--- config.mk ---
export PLATFORM = sky130hd
export DESIGN_NAME = id_stage
export DESIGN_NICKNAME = d
export VERILOG_FILES = /design/src/rtl/proc8_isa_pkg.sv /design/src/rtl/id_stage_hazard.sv /design/src/rtl/id_stage.sv
export SDC_FILE = /design/constraint.sdc
export NUM_CORES = 1
export LEC_CHECK = 0
export CORE_AREA = 2 2 82 84
export DETAILED_ROUTE_END_ITERATION = 6
export DIE_AREA = 0 0 84 86
export SETUP_SLACK_MARGIN = 0.3
export SLEW_MARGIN = 5
export SYNTH_ARGS = -nofsm -noshare
export SYNTH_HDL_FRONTEND = slang
export SYNTH_SLANG_ARGS = --single-unit
--- constraint.sdc ---
create_clock -name clock -period 4.05 [get_ports clock]
set_input_delay 1.215 -clock clock [delete_from_list [all_inputs] [get_ports clock]]
set_output_delay 1.215 -clock clock [all_outputs]
set_load 0.01 [all_outputs]
--- src/rtl/proc8_isa_pkg.sv ---
// ISA constants shared by the 8-bit pipeline stages: opcodes, instruction
// field positions and the decode-stage FSM encoding.
package proc8_isa_pkg;

   localparam logic [2:0] OP_ADD  = 3'b000;
   localparam logic [2:0] OP_SUB  = 3'b001;
   localparam logic [2:0] OP_LW   = 3'b010;
   localparam logic [2:0] OP_SW   = 3'b011;
   localparam logic [2:0] OP_LI   = 3'b100;
   localparam logic [2:0] OP_BEQ  = 3'b101;
   localparam logic [2:0] OP_JMP  = 3'b110;
   localparam logic [2:0] OP_HALT = 3'b111;

   localparam int OPC_HI = 7;
   localparam int OPC_LO = 5;
   localparam int RD_HI  = 4;
   localparam int RD_LO  = 3;
   localparam int RS_HI  = 2;
   localparam int RS_LO  = 1;
   localparam int IMM_HI = 2;
   localparam int IMM_LO = 0;

   typedef enum logic [1:0] {
      ST_RUN   = 2'd0,
      ST_REDIR = 2'd1,
      ST_HALT  = 2'd2
   } id_state_e;

   // Only ALU ops and stores read GPRs in ID; control flow never does.
   function automatic logic reads_gpr(input logic [2:0] op);
      return (op == OP_ADD) || (op == OP_SUB) || (op == OP_SW);
   endfunction

endpackage

--- src/rtl/id_stage_hazard.sv ---
// Load-use detector: the instruction in IF/ID reads a register that the LW
// currently sitting in ID/EX has not yet produced.
module hazard_unit
   import proc8_isa_pkg::*;
(
   input  logic       if_valid,
   input  logic [2:0] if_opcode,
   input  logic [1:0] if_rd,
   input  logic [1:0] if_rs,
   input  logic       ex_valid,
   input  logic [2:0] ex_opcode,
   input  logic [1:0] ex_rd,
   output logic       stall
);

   always_comb begin
      stall = if_valid && reads_gpr(if_opcode) &&
              ex_valid && (ex_opcode == OP_LW) &&
              ((ex_rd == if_rd) || (ex_rd == if_rs));
   end

endmodule

--- src/rtl/id_stage.sv ---
// Decode stage: IF/ID register, decode into a registered ID/EX bundle, fetch
// redirect (jump/branch/stall refetch/halt self-loop) and the RUN/REDIR/HALT FSM.
module id_stage
   import proc8_isa_pkg::*;
#(
   parameter int ADDR_W = 8,
   parameter int INST_W = 8,
   parameter int OFF_W  = 5
) (
   input  logic              clock,
   input  logic              reset,
   input  logic [INST_W-1:0] inst,
   input  logic [ADDR_W-1:0] pc_calc,
   input  logic              zero_flag,
   output logic [ADDR_W-1:0] pcj_mux,
   output logic              choice_mux,
   output logic              ex_valid,
   output logic [2:0]        ex_opcode,
   output logic [1:0]        ex_rd,
   output logic [1:0]        ex_rs,
   output logic [7:0]        ex_imm,
   output logic [ADDR_W-1:0] ex_pc,
   output logic              halted
);

   typedef struct packed {
      logic              valid;
      logic [INST_W-1:0] inst;
      logic [ADDR_W-1:0] pc;
   } if_id_t;

   typedef struct packed {
      logic              valid;
      logic [2:0]        opcode;
      logic [1:0]        rd;
      logic [1:0]        rs;
      logic [7:0]        imm;
      logic [ADDR_W-1:0] pc;
   } id_ex_t;

   if_id_t            if_id;
   id_ex_t            id_ex, id_ex_nxt;
   id_state_e         state, state_nxt;
   logic              stall, if_hold, if_flush, issue;
   logic [2:0]        id_op;
   logic [1:0]        id_rd, id_rs;
   logic [OFF_W-1:0]  id_off;
   logic [ADDR_W-1:0] jmp_target, br_target;

   assign id_op  = if_id.inst[OPC_HI:OPC_LO];
   assign id_rd  = if_id.inst[RD_HI:RD_LO];
   assign id_rs  = if_id.inst[RS_HI:RS_LO];
   assign id_off = if_id.inst[OFF_W-1:0];

   // id_pc is already fetch addr + 1, so both targets are relative to it.
   assign jmp_target = {if_id.pc[ADDR_W-1:OFF_W], id_off};
   assign br_target  = if_id.pc + {{(ADDR_W-OFF_W){id_off[OFF_W-1]}}, id_off};

   hazard_unit u_hazard (
      .if_valid  (if_id.valid),
      .if_opcode (id_op),
      .if_rd     (id_rd),
      .if_rs     (id_rs),
      .ex_valid  (id_ex.valid),
      .ex_opcode (id_ex.opcode),
      .ex_rd     (id_ex.rd),
      .stall     (stall)
   );

   always_comb begin
      state_nxt  = state;
      choice_mux = 1'b0;
      pcj_mux    = '0;
      if_hold    = 1'b0;
      if_flush   = 1'b0;
      issue      = 1'b0;
      unique case (state)
         ST_RUN: begin
            if (if_id.valid) begin
               if (id_op == OP_HALT) begin
                  state_nxt  = ST_HALT;
                  choice_mux = 1'b1;
                  pcj_mux    = if_id.pc - ADDR_W'(1);
                  if_hold    = 1'b1;
               end else if (stall) begin
                  // Refetch the slot behind the held reader.
                  choice_mux = 1'b1;
                  pcj_mux    = if_id.pc;
                  if_hold    = 1'b1;
               end else if (id_op == OP_JMP) begin
                  state_nxt  = ST_REDIR;
                  choice_mux = 1'b1;
                  pcj_mux    = jmp_target;
                  if_flush   = 1'b1;
               end else if ((id_op == OP_BEQ) && zero_flag) begin
                  state_nxt  = ST_REDIR;
                  choice_mux = 1'b1;
                  pcj_mux    = br_target;
                  if_flush   = 1'b1;
               end else begin
                  // Not-taken BEQ has no EX work and leaves as a bubble.
                  issue = (id_op != OP_BEQ);
               end
            end
         end
         ST_REDIR: state_nxt = ST_RUN;
         ST_HALT: begin
            choice_mux = 1'b1;
            pcj_mux    = if_id.pc - ADDR_W'(1);
            if_hold    = 1'b1;
         end
         default: state_nxt = ST_RUN;
      endcase
   end

   always_comb begin
      id_ex_nxt = '0;
      if (issue) begin
         id_ex_nxt.valid  = 1'b1;
         id_ex_nxt.opcode = id_op;
         id_ex_nxt.rd     = id_rd;
         id_ex_nxt.rs     = id_rs;
         id_ex_nxt.imm    = {5'd0, if_id.inst[IMM_HI:IMM_LO]};
         id_ex_nxt.pc     = if_id.pc;
      end
   end

   always_ff @(posedge clock) begin
      if (reset) begin
         state <= ST_RUN;
         if_id <= '0;
         id_ex <= '0;
      end else begin
         state <= state_nxt;
         id_ex <= id_ex_nxt;
         if (if_flush) begin
            if_id <= '0;
         end else if (!if_hold) begin
            if_id.valid <= 1'b1;
            if_id.inst  <= inst;
            if_id.pc    <= pc_calc;
         end
      end
   end

   assign ex_valid  = id_ex.valid;
   assign ex_opcode = id_ex.opcode;
   assign ex_rd     = id_ex.rd;
   assign ex_rs     = id_ex.rs;
   assign ex_imm    = id_ex.imm;
   assign ex_pc     = id_ex.pc;
   assign halted    = (state == ST_HALT);

endmodule
==> results.json <==
{
  "syn-cell-area_sq_um": 2150,
  "cp.arrival_ns": 2.48,
  "clkLatencyLatePin_ns": 0.28,
  "reg2reg_to": "ex_opcode[1]$_SDFF_PP0_",
  "power_density_nw_per_um2": 279,
  "synth_xor_xnor_area_share_pct": 4.89,
  "worst_slack_ns": 0.351,
  "cts_root_buf": "clkbuf_8",
  "routed_via_density": 5.13,
  "yosys.area.top_type": "dfxtp_1",
  "rsz0062_at_grt": "false",
  "clockPowerShare_pct": 29.4,
  "crit_chain": "buf_2 -> buf_6 -> nand4b_1 -> buf_4 -> nor3_1 -> a2111oi_1 -> o21ai_1 -> buf_2",
  "dr_total_vias": 1995,
  "cp_common_cell": "buf_2",
  "yosys_warnings": 0,
  "pre_cts_slack_ns": -0.390,
  "cp.depth": 8,
  "avgSynthCellArea_sq_um": 8.60,
  "required_ns": 2.83,
  "port-buffer-count": 47,
  "postSynthCellCount": 250,
  "ctsHoldBuffers": 0,
  "swShare_pct": 28.2,
  "p_sw_w": 0.000225,
  "fin_nets": 340,
  "io_pins": 53,
  "critPathMaxStageDelay_ns": 0.41,
  "fmax_ghz": 0.270,
  "synth.area.top_cells": "dfxtp_1, mux2i_1, and2_1, nor2_1, ha_1",
  "synth-seq-cells": 36,
  "grt_pass1_vias": 1921,
  "path_max_fanout": 3,
  "post-dp-hpwl_um": 4370,
  "post-route-min-period_ns": 3.70,
  "holdCritPathClass": "reg2reg",
  "fp.dieW_um": 84,
  "yosys.area_share.simple_pct": 22.1,
  "path_buf_inv": 4,
  "cp-end-kind": "primary output",
  "drive_gt1_share_pct": 14.7,
  "yosys_most_used_dff": "dfxtp_1",
  "cts_max_level": 2,
  "num_rows": 29,
  "overflow": 0,
  "yosysMostFrequentCell": "dfxtp_1",
  "synth-seq-area-share_pct": 33.5,
  "start_util_pct": 34.3,
  "r2r-start": "id_off[4]$_SDFFE_PP0N_",
  "drt_first_pass_iters": 4,
  "relSlewSlack_pct": 47.2,
  "synth_cell_type_count": 54,
  "synth_top_cells_by_count": "dfxtp_1, nor2_1, and2_1",
  "grt_first_pass_wirelength_um": 9690,
  "clk_pin_slew_ns": 0.06,
  "finalCritPeriodShare_pct": 91.3,
  "drc_errors": 0,
  "p_leak_nw": 1.30,
  "ir_drop_mv": 0.171,
  "setup_violations": 0,
  "yosys.area.top_type_share_pct": 33.5,
  "synth_async_sr_flop_share_pct": 0,
  "area_growth_pct": 33.1,
  "synth-compound-area-share_pct": 18.0,
  "cts_tree": "done",
  "synth_edf_count": 0,
  "cp-startpoint": "zero_flag",
  "p_seq_share_pct": 48.6,
  "critical_path_class": "in2out",
  "synth_top_family_by_area": "simple AND/OR/NAND/NOR gates",
  "antenna_found_initial": 0,
  "status": "finished, final reports clean",
  "drtIter0Drc": 104,
  "critPathLaunchType": "primary input",
  "die-height_um": 86,
  "path_delay_family": "buffers and inverters",
  "slew_viol_final": 0,
  "ant_nets": 0,
  "synthMuxAreaShare_pct": 7.91,
  "core_sq_um": 6280,
  "wl_um": 5800,
  "grt_max_degree": 18,
  "crit_path_end": "pcj_mux[3]",
  "synthAdderAreaFrac_pct": 5.58,
  "cap_violations": 0,
  "hold_violations": 0,
  "intPower_w": 0.000574,
  "fill_cells": 664,
  "die_area_sq_um": 7220,
  "hp-start": "id_off[1]$_SDFFE_PP0N_",
  "final_util_pct": 45.6,
  "wl_per_cell_um": 14.9,
  "cts-buffers-inserted": 5,
  "rrSetupSlack_ns": 1.74,
  "worstMarginPinSlew_ns": 0.789,
  "fin_worst_skew_ns": 0.00630,
  "diodes": 0,
  "reg2reg_depth": 6,
  "gp_congestion": 0.864,
  "slowest_stage": "a2111oi_1",
  "clk_path_buf_depth": 2,
  "clock_sinks": 36,
  "track_usage_pct": 16.8,
  "combPwrFrac_pct": 22.0
}
==> cell families after synthesis <==
group / Yosys count
simple gates: 89
compound gates: 56
flops: 36
buf+inv: 30
mux: 17
xor+xnor: 12
fa+ha+maj: 9
other cells: 1
==> stage by stage <==
stage               hold slack, ns  instances  TNS, ns  cell area [sq um]  total power [W]
finish                       0.501        389        0               2860         0.000799
global route                 0.524        389        0               2860         0.000843
CTS                          0.507        387        0               2830         0.000803
detailed placement           0.497        378    -2.21               2760         0.000569
global placement             0.496        378    -2.30               2760         0.000568
floorplan                    0.479        254        0               2170         0.000497
==> worst reg2reg max path, cell delays in order (launching register included) <==
cell     delay (ns)
dfxtp_1        0.56
xor2_1         0.18
o22ai_1        0.13
and2_1         0.25
buf_4          0.19
nor4b_4        0.71
and2_1         0.22
==> metal layers <==
layer / routed length, um / part of all wire [%] / vias up / global-route usage, %
li1: - / - / 998 / -
met1: 2740 / 47 / 948 / 21.8
met2: 2790 / 48 / 44 / 28.7
met3: 197 / 3.4 / 5 / 2.60
met4: 68 / 1.2 / 0 / 4.99
met5: 0 / 0 / - / 0
==> flip-flops by register name, summed over array words and instances, names as in the netlist <==
register / flops
ex_opcode: 3
id_off: 5
state: 2
if_id: 9
ex_rs: 2
id_op: 3
ex_rd: 2
ex_imm: 1
ex_pc: 8
ex_valid: 1
==> cells in the final DEF (no fill, tap or decap), types with 4 or more instances in the layout <==
cell	instances
and2_1	18
ha_1	7
mux2i_1	17
o22ai_1	6
xnor2_1	5
clkbuf_8	5
dlygate4sd2_1	4
clkdlybuf4s50_1	37
o21ai_1	4
nand2_1	13
buf_2	5
o21ai_0	10
nor2_1	30
nand3_1	4
nor3_1	6
a21oi_1	7
dfxtp_1	35
conb_1	5
inv_1	10
xor2_1	7
buf_4	23
==> layout make-up <==
cell class	count	area (sq um)	share of cell area, %
timing repair buffer	71	624	21.8
clock inverter	1	5.00	0.175
clock buffer	6	72.6	2.53
sequential	36	722	25.2
inverter	10	37.5	1.31
tap	77	96.3	3.37
multi-input combinational	188	1310	45.6
==> worst min-delay path by stage <==
stage                                      end  slack [ns]  cells past startpoint
after floorplan           ex_imm[0]$_SDFF_PP0_        0.48                      1
after global placement     ex_rs[0]$_SDFF_PP0_        0.50                      1
after detailed placement   ex_rs[0]$_SDFF_PP0_        0.50                      1
after CTS                  ex_rs[0]$_SDFF_PP0_        0.51                      1
after global routing      ex_imm[0]$_SDFF_PP0_        0.52                      1
final                      ex_rs[0]$_SDFF_PP0_        0.50                      1
==> repair_timing <==
item | in CTS | in global routing
buffers inserted | 2 | 2
pin swaps | 3 | 2
hold endpoints to repair | 0 | 0
resized for setup | 29 | 5
setup endpoints to repair | 9 | 3
cloned | 0 | 0
==> power by group through the flow <==
stage / Combinational, W / Sequential [W] / Clock [W]
2_1_floorplan: 0.000103 / 0.000394 / 0
4_1_cts: 0.000173 / 0.000388 / 0.000242
5_1_grt: 0.000195 / 0.000391 / 0.000257
6_report: 0.000176 / 0.000388 / 0.000235
3_3_place_gp: 0.000172 / 0.000396 / 0
3_5_place_dp: 0.000173 / 0.000396 / 0
(Power assumes the default switching activity.)
